$ cat config.mk
export PLATFORM = sky130hd
export DESIGN_NAME = spu_ifetch
export DESIGN_NICKNAME = d
export VERILOG_FILES = /design/src/rtl/spu_ifetch_pkg.sv /design/src/rtl/spu_fetch_fifo.sv /design/src/rtl/spu_ifetch.sv
export SDC_FILE = /design/constraint.sdc
export NUM_CORES = 1
export LEC_CHECK = 0
export BUFFER_PORTS_ARGS = -buffer_cell sky130_fd_sc_hd__buf_4
export CAP_MARGIN = 30
export CORE_ASPECT_RATIO = 1.25
export CORE_MARGIN = 2
export CORE_UTILIZATION = 63
export CTS_CLUSTER_SIZE = 8
export DETAILED_ROUTE_END_ITERATION = 12
export PLACE_DENSITY = 0.85
export SLEW_MARGIN = 20
export SYNTH_ARGS = -nofsm -noshare
export SYNTH_HDL_FRONTEND = slang
export SYNTH_SLANG_ARGS = --single-unit
$ cat constraint.sdc
create_clock -name clk -period 4.7 [get_ports clk]
set_clock_uncertainty 0.1 [all_clocks]
set_input_delay 0.235 -clock clk [delete_from_list [all_inputs] [get_ports clk]]
set_output_delay 0.235 -clock clk [all_outputs]
set_load 0.02 [all_outputs]
$ cat src/rtl/spu_ifetch_pkg.sv
// spu_ifetch_pkg: shared widths and the fetch-pair record used by the fetch front end
package spu_ifetch_pkg;

    localparam int LS_ADDR_W = 18;
    localparam int INSTR_W   = 32;

    typedef struct packed {
        logic [LS_ADDR_W-1:0] pc;
        logic [INSTR_W-1:0]   instr0;
        logic [INSTR_W-1:0]   instr1;
        logic                 slot0_valid;
    } fetch_pair_t;

endpackage

$ cat src/rtl/spu_fetch_fifo.sv
// spu_fetch_fifo: DEPTH-entry queue of fetch pairs with flush, push, pop and occupancy count
module spu_fetch_fifo
    import spu_ifetch_pkg::*;
#(
    parameter int DEPTH = 4
) (
    input  logic                       clk,
    input  logic                       rst,
    input  logic                       flush,
    input  logic                       push,
    input  logic                       pop,
    input  fetch_pair_t                din,
    output fetch_pair_t                dout,
    output logic [$clog2(DEPTH):0]     count
);

    localparam int AW = $clog2(DEPTH);
    localparam int CW = AW + 1;

    fetch_pair_t   mem [DEPTH];
    logic [AW-1:0] wr_ptr;
    logic [AW-1:0] rd_ptr;
    logic          do_pop;
    logic          do_push;

    // pops on an empty queue are ignored; flush voids both push and pop
    always_comb begin
        do_pop  = pop && (count != '0) && !flush;
        do_push = push && !flush;
        dout    = mem[rd_ptr];
    end

    // pointer and occupancy bookkeeping
    always_ff @(posedge clk or negedge rst) begin
        if (!rst) begin
            wr_ptr <= '0;
            rd_ptr <= '0;
            count  <= '0;
        end else if (flush) begin
            wr_ptr <= '0;
            rd_ptr <= '0;
            count  <= '0;
        end else begin
            if (do_push) wr_ptr <= wr_ptr + AW'(1);
            if (do_pop) rd_ptr <= rd_ptr + AW'(1);
            count <= count + CW'(do_push) - CW'(do_pop);
        end
    end

    // storage needs no reset: entries are only read while counted as valid
    always_ff @(posedge clk) begin
        if (do_push) mem[wr_ptr] <= din;
    end

endmodule

$ cat src/rtl/spu_ifetch.sv
// spu_ifetch: instruction-pair fetch front end with redirect; SPU_IFETCH_PERF_EN adds perf counters
module spu_ifetch
    import spu_ifetch_pkg::*;
#(
    parameter int                   DEPTH    = 4,
    parameter logic [LS_ADDR_W-1:0] RESET_PC = '0
) (
    input  logic                 clk,
    input  logic                 rst,
    output logic                 ls_req,
    output logic [LS_ADDR_W-1:0] ls_addr,
    input  logic [63:0]          ls_rdata,
    input  logic                 br_valid,
    input  logic [LS_ADDR_W-1:0] br_target,
    output logic                 out_valid,
    input  logic                 out_ready,
    output logic [LS_ADDR_W-1:0] out_pc,
    output logic [31:0]          out_instr0,
    output logic [31:0]          out_instr1,
    output logic                 out_slot0_valid
`ifdef SPU_IFETCH_PERF_EN
    ,
    output logic [31:0]          perf_starve_cnt,
    output logic [31:0]          perf_flush_cnt
`endif
);

    localparam int CW = $clog2(DEPTH) + 1;

    logic [CW-1:0]        count;
    logic [LS_ADDR_W-1:0] fetch_pc;
    logic [LS_ADDR_W-1:0] inflight_pc;
    logic                 inflight;
    logic                 inflight_skip;
    logic                 skip0;
    logic                 req_skip;
    logic                 push;
    logic                 unused_ok;
    fetch_pair_t          pair;
    fetch_pair_t          head;
    fetch_pair_t          last;
    fetch_pair_t          shown;

    // issue credit counts queued plus in-flight pairs so a response always has room
    always_comb begin
        ls_req    = rst && (br_valid || ((count + CW'(inflight)) < CW'(DEPTH)));
        ls_addr   = br_valid ? {br_target[LS_ADDR_W-1:3], 3'b000} : fetch_pc;
        req_skip  = br_valid ? br_target[2] : skip0;
        push      = inflight && !br_valid;
        pair      = '{pc: inflight_pc, instr0: ls_rdata[63:32], instr1: ls_rdata[31:0],
                      slot0_valid: !inflight_skip};
        out_valid = count != '0;
        shown     = out_valid ? head : last;
        unused_ok = ^br_target[1:0];
    end

    assign out_pc          = shown.pc;
    assign out_instr0      = shown.instr0;
    assign out_instr1      = shown.instr1;
    assign out_slot0_valid = shown.slot0_valid;

    // program counter, in-flight tracking and odd-word entry flag
    always_ff @(posedge clk or negedge rst) begin
        if (!rst) begin
            fetch_pc      <= {RESET_PC[LS_ADDR_W-1:3], 3'b000};
            skip0         <= RESET_PC[2];
            inflight      <= 1'b0;
            inflight_pc   <= '0;
            inflight_skip <= 1'b0;
        end else begin
            inflight      <= ls_req;
            inflight_pc   <= ls_addr;
            inflight_skip <= req_skip;
            if (ls_req) begin
                fetch_pc <= ls_addr + LS_ADDR_W'(8);
                skip0    <= 1'b0;
            end
        end
    end

    // remembers the last presented head so outputs hold while the queue is empty
    always_ff @(posedge clk or negedge rst) begin
        if (!rst) last <= '0;
        else if (out_valid) last <= head;
    end

    spu_fetch_fifo #(.DEPTH(DEPTH)) u_fifo (
        .clk   (clk),
        .rst   (rst),
        .flush (br_valid),
        .push  (push),
        .pop   (out_ready),
        .din   (pair),
        .dout  (head),
        .count (count)
    );

`ifdef SPU_IFETCH_PERF_EN
    // saturating counts of decode starvation and redirect flushes
    always_ff @(posedge clk or negedge rst) begin
        if (!rst) begin
            perf_starve_cnt <= '0;
            perf_flush_cnt  <= '0;
        end else begin
            if (out_ready && !out_valid && perf_starve_cnt != '1) perf_starve_cnt <= perf_starve_cnt + 32'd1;
            if (br_valid && perf_flush_cnt != '1) perf_flush_cnt <= perf_flush_cnt + 32'd1;
        end
    end
`endif

endmodule

==> summary.md <==
| Metric | Value |
|---|---|
| Commonest non-fill, non-tap cell in the layout | `edfxtp_1` |
| Max H-tree Level | `3` |
| Pwr dens | `636.0 nW/um^2` |
| Design Power | `13,920 uW` |
| Worst-path clk slew | `0.05 ns` |
| Mapped cell area | `17,220 sq um` |
| Startpoint Class | `flop` |
| Syn-to-layout area delta | `27.15%` |
| Post-CTS Setup Inserts | `0` |
| Number of synthesized flops with an enable pin | `332` |
| Post-DP Area | `19,020 sq um` |
| Pre-CTS worst setup slack | `1.861 ns` |
| CTS Buf Count | `67` |
| Most frequent cells in the layout | `edfxtp_1, buf_4, dfrtp_1` |
| CP most frequent cell | `buf_4` |
| Maximum vdd drop | `0.4268 mV` |
| Storage element area | `13,180 sq um` |
| Tcrit/Tclk final | `69.56%` |
| Final hold vios | `0` |
| Overall die height | `188.8 um` |
| Register area share after synthesis | `76.51%` |
| Vias | `9,130` |
| Cell breakdown of the critical path | `or3_4 > buf_4 > mux2_2 > buf_4` |
| Fillers | `1,196` |
| Layout cell share with drive strength beyond 1 | `39.71%` |
| CP Class | `reg2out` |
| Required time worst endpoint | `4.37 ns` |
| Ys flop type | `edfxtp_1` |
| CP top delay family | `buffers and inverters` |
| GRT overflow | `0` |
| Min-Delay Path Class | `in2reg` |
| Worst-Skew Late Latency | `0.53 ns` |
| WP data arrival | `2.93 ns` |
| Die area | `28,680 sq um` |
| Routed len/inst | `24.72 um` |
| Fmax | `0.3059 GHz` |
| Final setup fails | `0` |
| Ys Warns | `0` |
| Slew HR | `33.26%` |
| Initial Util | `64.18%` |
| Syn nets | `903` |
| Multi-input combinational cell area | `3830 sq um` |
| CTS tree | `done` |
| Max FO, Critical Path | `49` |
| Slowest CP cell | `buf_4` |
| Initial antenna violation count | `3` |
| Hold WS | `0.03891 ns` |
| GPL Wtd Cong | `0.7895` |
| Initial DRC count | `622` |
| Worst Path Buf+Inv | `2` |
| Post-route antenna net violation count | `0` |
| Netlist cell types | `44` |
| Largest net degree at the start of global routing | `79` |
| Post-Layout Inst Area | `21,890 sq um` |
| Mapped Cells | `809` |
| Max-cap viol count | `0` |
| Root Buffer | `clkbuf_16` |
| Crit path time final | `3.269 ns` |
| Total routed wirelength | `37,670 um` |
| Pre-antenna DRT Iters | `5` |
| Transition time at the pin with the least slew margin | `1.001 ns` |
| RSZ-0062 raised after global routing | `no` |
| Status | `finished clean` |
| Synth Register Bits | `460` |
| Post-synth ARST share | `27.83%` |
| Fin worst setup slack | `1.431 ns` |
| Die width | `151.9 um` |
| Slew Viols, Final | `0` |
| Worst path max stage delay | `0.71 ns` |
| Clk buf depth | `3` |
| First-pass GRT wire length | `58,820 um` |
| Syn Area/Cell | `21.28 sq um` |
| Tot GR Track Use | `27.02%` |
| DRC violations left | `0` |
| PortBufs | `186` |
| Core area | `26,830 sq um` |
| Nature of the critical path endpoint | `output port` |
| Io pins | `189` |
| Setup TNS | `0 ns` |
| Clock sink total | `460` |
| DR vias/cell | `5.991` |
| # nets final | `1,218` |
| Hpwl dp | `19,700 um` |
| Site row count | `67` |
| Pleak | `0.008059 uW` |
| Number of global-route vias before repair | `10,250` |
[cell usage after synthesis (5+ instances only)]
| cell type | instances | area, sq um |
|---|---|---|
| edfxtp_1 | 332 | 9970 |
| dfrtp_1 | 128 | 3203 |
| mux2_2 | 95 | 1070 |
| mux4_2 | 83 | 1869 |
| o21ai_0 | 19 | 95.09 |
| inv_1 | 14 | 52.55 |
| clkbuf_1 | 13 | 48.80 |
| buf_1 | 11 | 41.29 |
| buf_2 | 11 | 55.05 |
| and2_1 | 8 | 50.05 |
| nor2_1 | 8 | 30.03 |
| ha_1 | 7 | 87.58 |
| o31ai_1 | 7 | 52.55 |
| xnor2_1 | 7 | 61.31 |
| a31oi_1 | 6 | 37.54 |
| mux2i_1 | 6 | 60.06 |
| nand3_1 | 6 | 30.03 |
| nor2b_1 | 6 | 37.54 |
| and4_1 | 5 | 43.79 |
[state kept, by name, indices dropped and copies added, names as in the netlist]
register	count
last	83
u_fifo.count	3
inflight_pc	18
u_fifo.wr_ptr	2
fetch_pc	18
inflight	1
u_fifo.rd_ptr	2
inflight_skip	1
u_fifo.mem	332
[layer usage]
| metal | global-route usage [%] | part of all wire [%] | vias up |
|---|---|---|---|
| met5 | 0 | 0 | - |
| met1 | 32.30 | 36 | 4740 |
| met2 | 48.61 | 55 | 429 |
| met3 | 5.704 | 6.2 | 74 |
| met4 | 10.10 | 2.7 | 0 |
| li1 | - | - | 3887 |
[power breakdown]
group	internal (uW)	switching [uW]	leakage (uW)
clock	2910	1620	0.000969
combinational	1900	2200	0.00254
sequential	5010	294	0.00455
[cell families (layout without fill, tap and decap cells)]
| logic type | count (synthesis) | in the layout | synth area share (%) |
|---|---|---|---|
| flip-flops | 460 | 460 | 76.51 |
| multiplexers | 184 | 184 | 17.42 |
| buffers and inverters | 51 | 418 | 1.330 |
| AND/OR/NAND/NOR | 49 | 49 | 1.882 |
| AO/OA/AOI/OAI | 46 | 46 | 1.672 |
| XOR/XNOR | 11 | 11 | 0.5596 |
| adder cells (fa/ha/maj) | 8 | 8 | 0.6250 |
| other | 0 | 3 | 0 |
[path summary, 6_finish.rpt]
| kind | cells past startpoint | endpoint | start | slack [ns] |
|---|---|---|---|---|
| min in group asynchronous | 2 | last[54] | rst | 0.20 |
| max reg2reg | 10 | u_fifo.count[2] | u_fifo.count[2] | 1.98 |
| min reg2reg | 1 | fetch_pc[1] | fetch_pc[1] | 0.38 |
| min | 2 | inflight_pc[10] | br_target[10] | 0.04 |
| max in group asynchronous | 3 | last[24] | rst | 2.94 |
| max | 4 | out_instr0[26] | u_fifo.count[1] | 1.43 |
[repair_timing]
action	in CTS	in global routing
hold endpoints to repair	346	0
gates resized for setup	0	0
endpoints found under the setup margin	0	0
hold buffers	81	0
[area by class of cell]
type | count | share of cell area [%]
Inverter | 14 | 0.2401
Clock inverter | 1 | 0.1372
Multi-Input combinational cell | 298 | 17.50
Antenna cell | 3 | 0.03429
Timing Repair Buffer | 283 | 10.76
Sequential cell | 460 | 60.21
Tap cell | 345 | 1.972
Clock buffer | 120 | 9.151
[through the flow]
step,instances,utilization [%]
floorplan,809,-
global placement,1318,70.90
detailed placement,1318,70.90
CTS,1520,81.50
global route,1522,81.59
finish,1524,81.60
(Power assumes the default switching activity.)
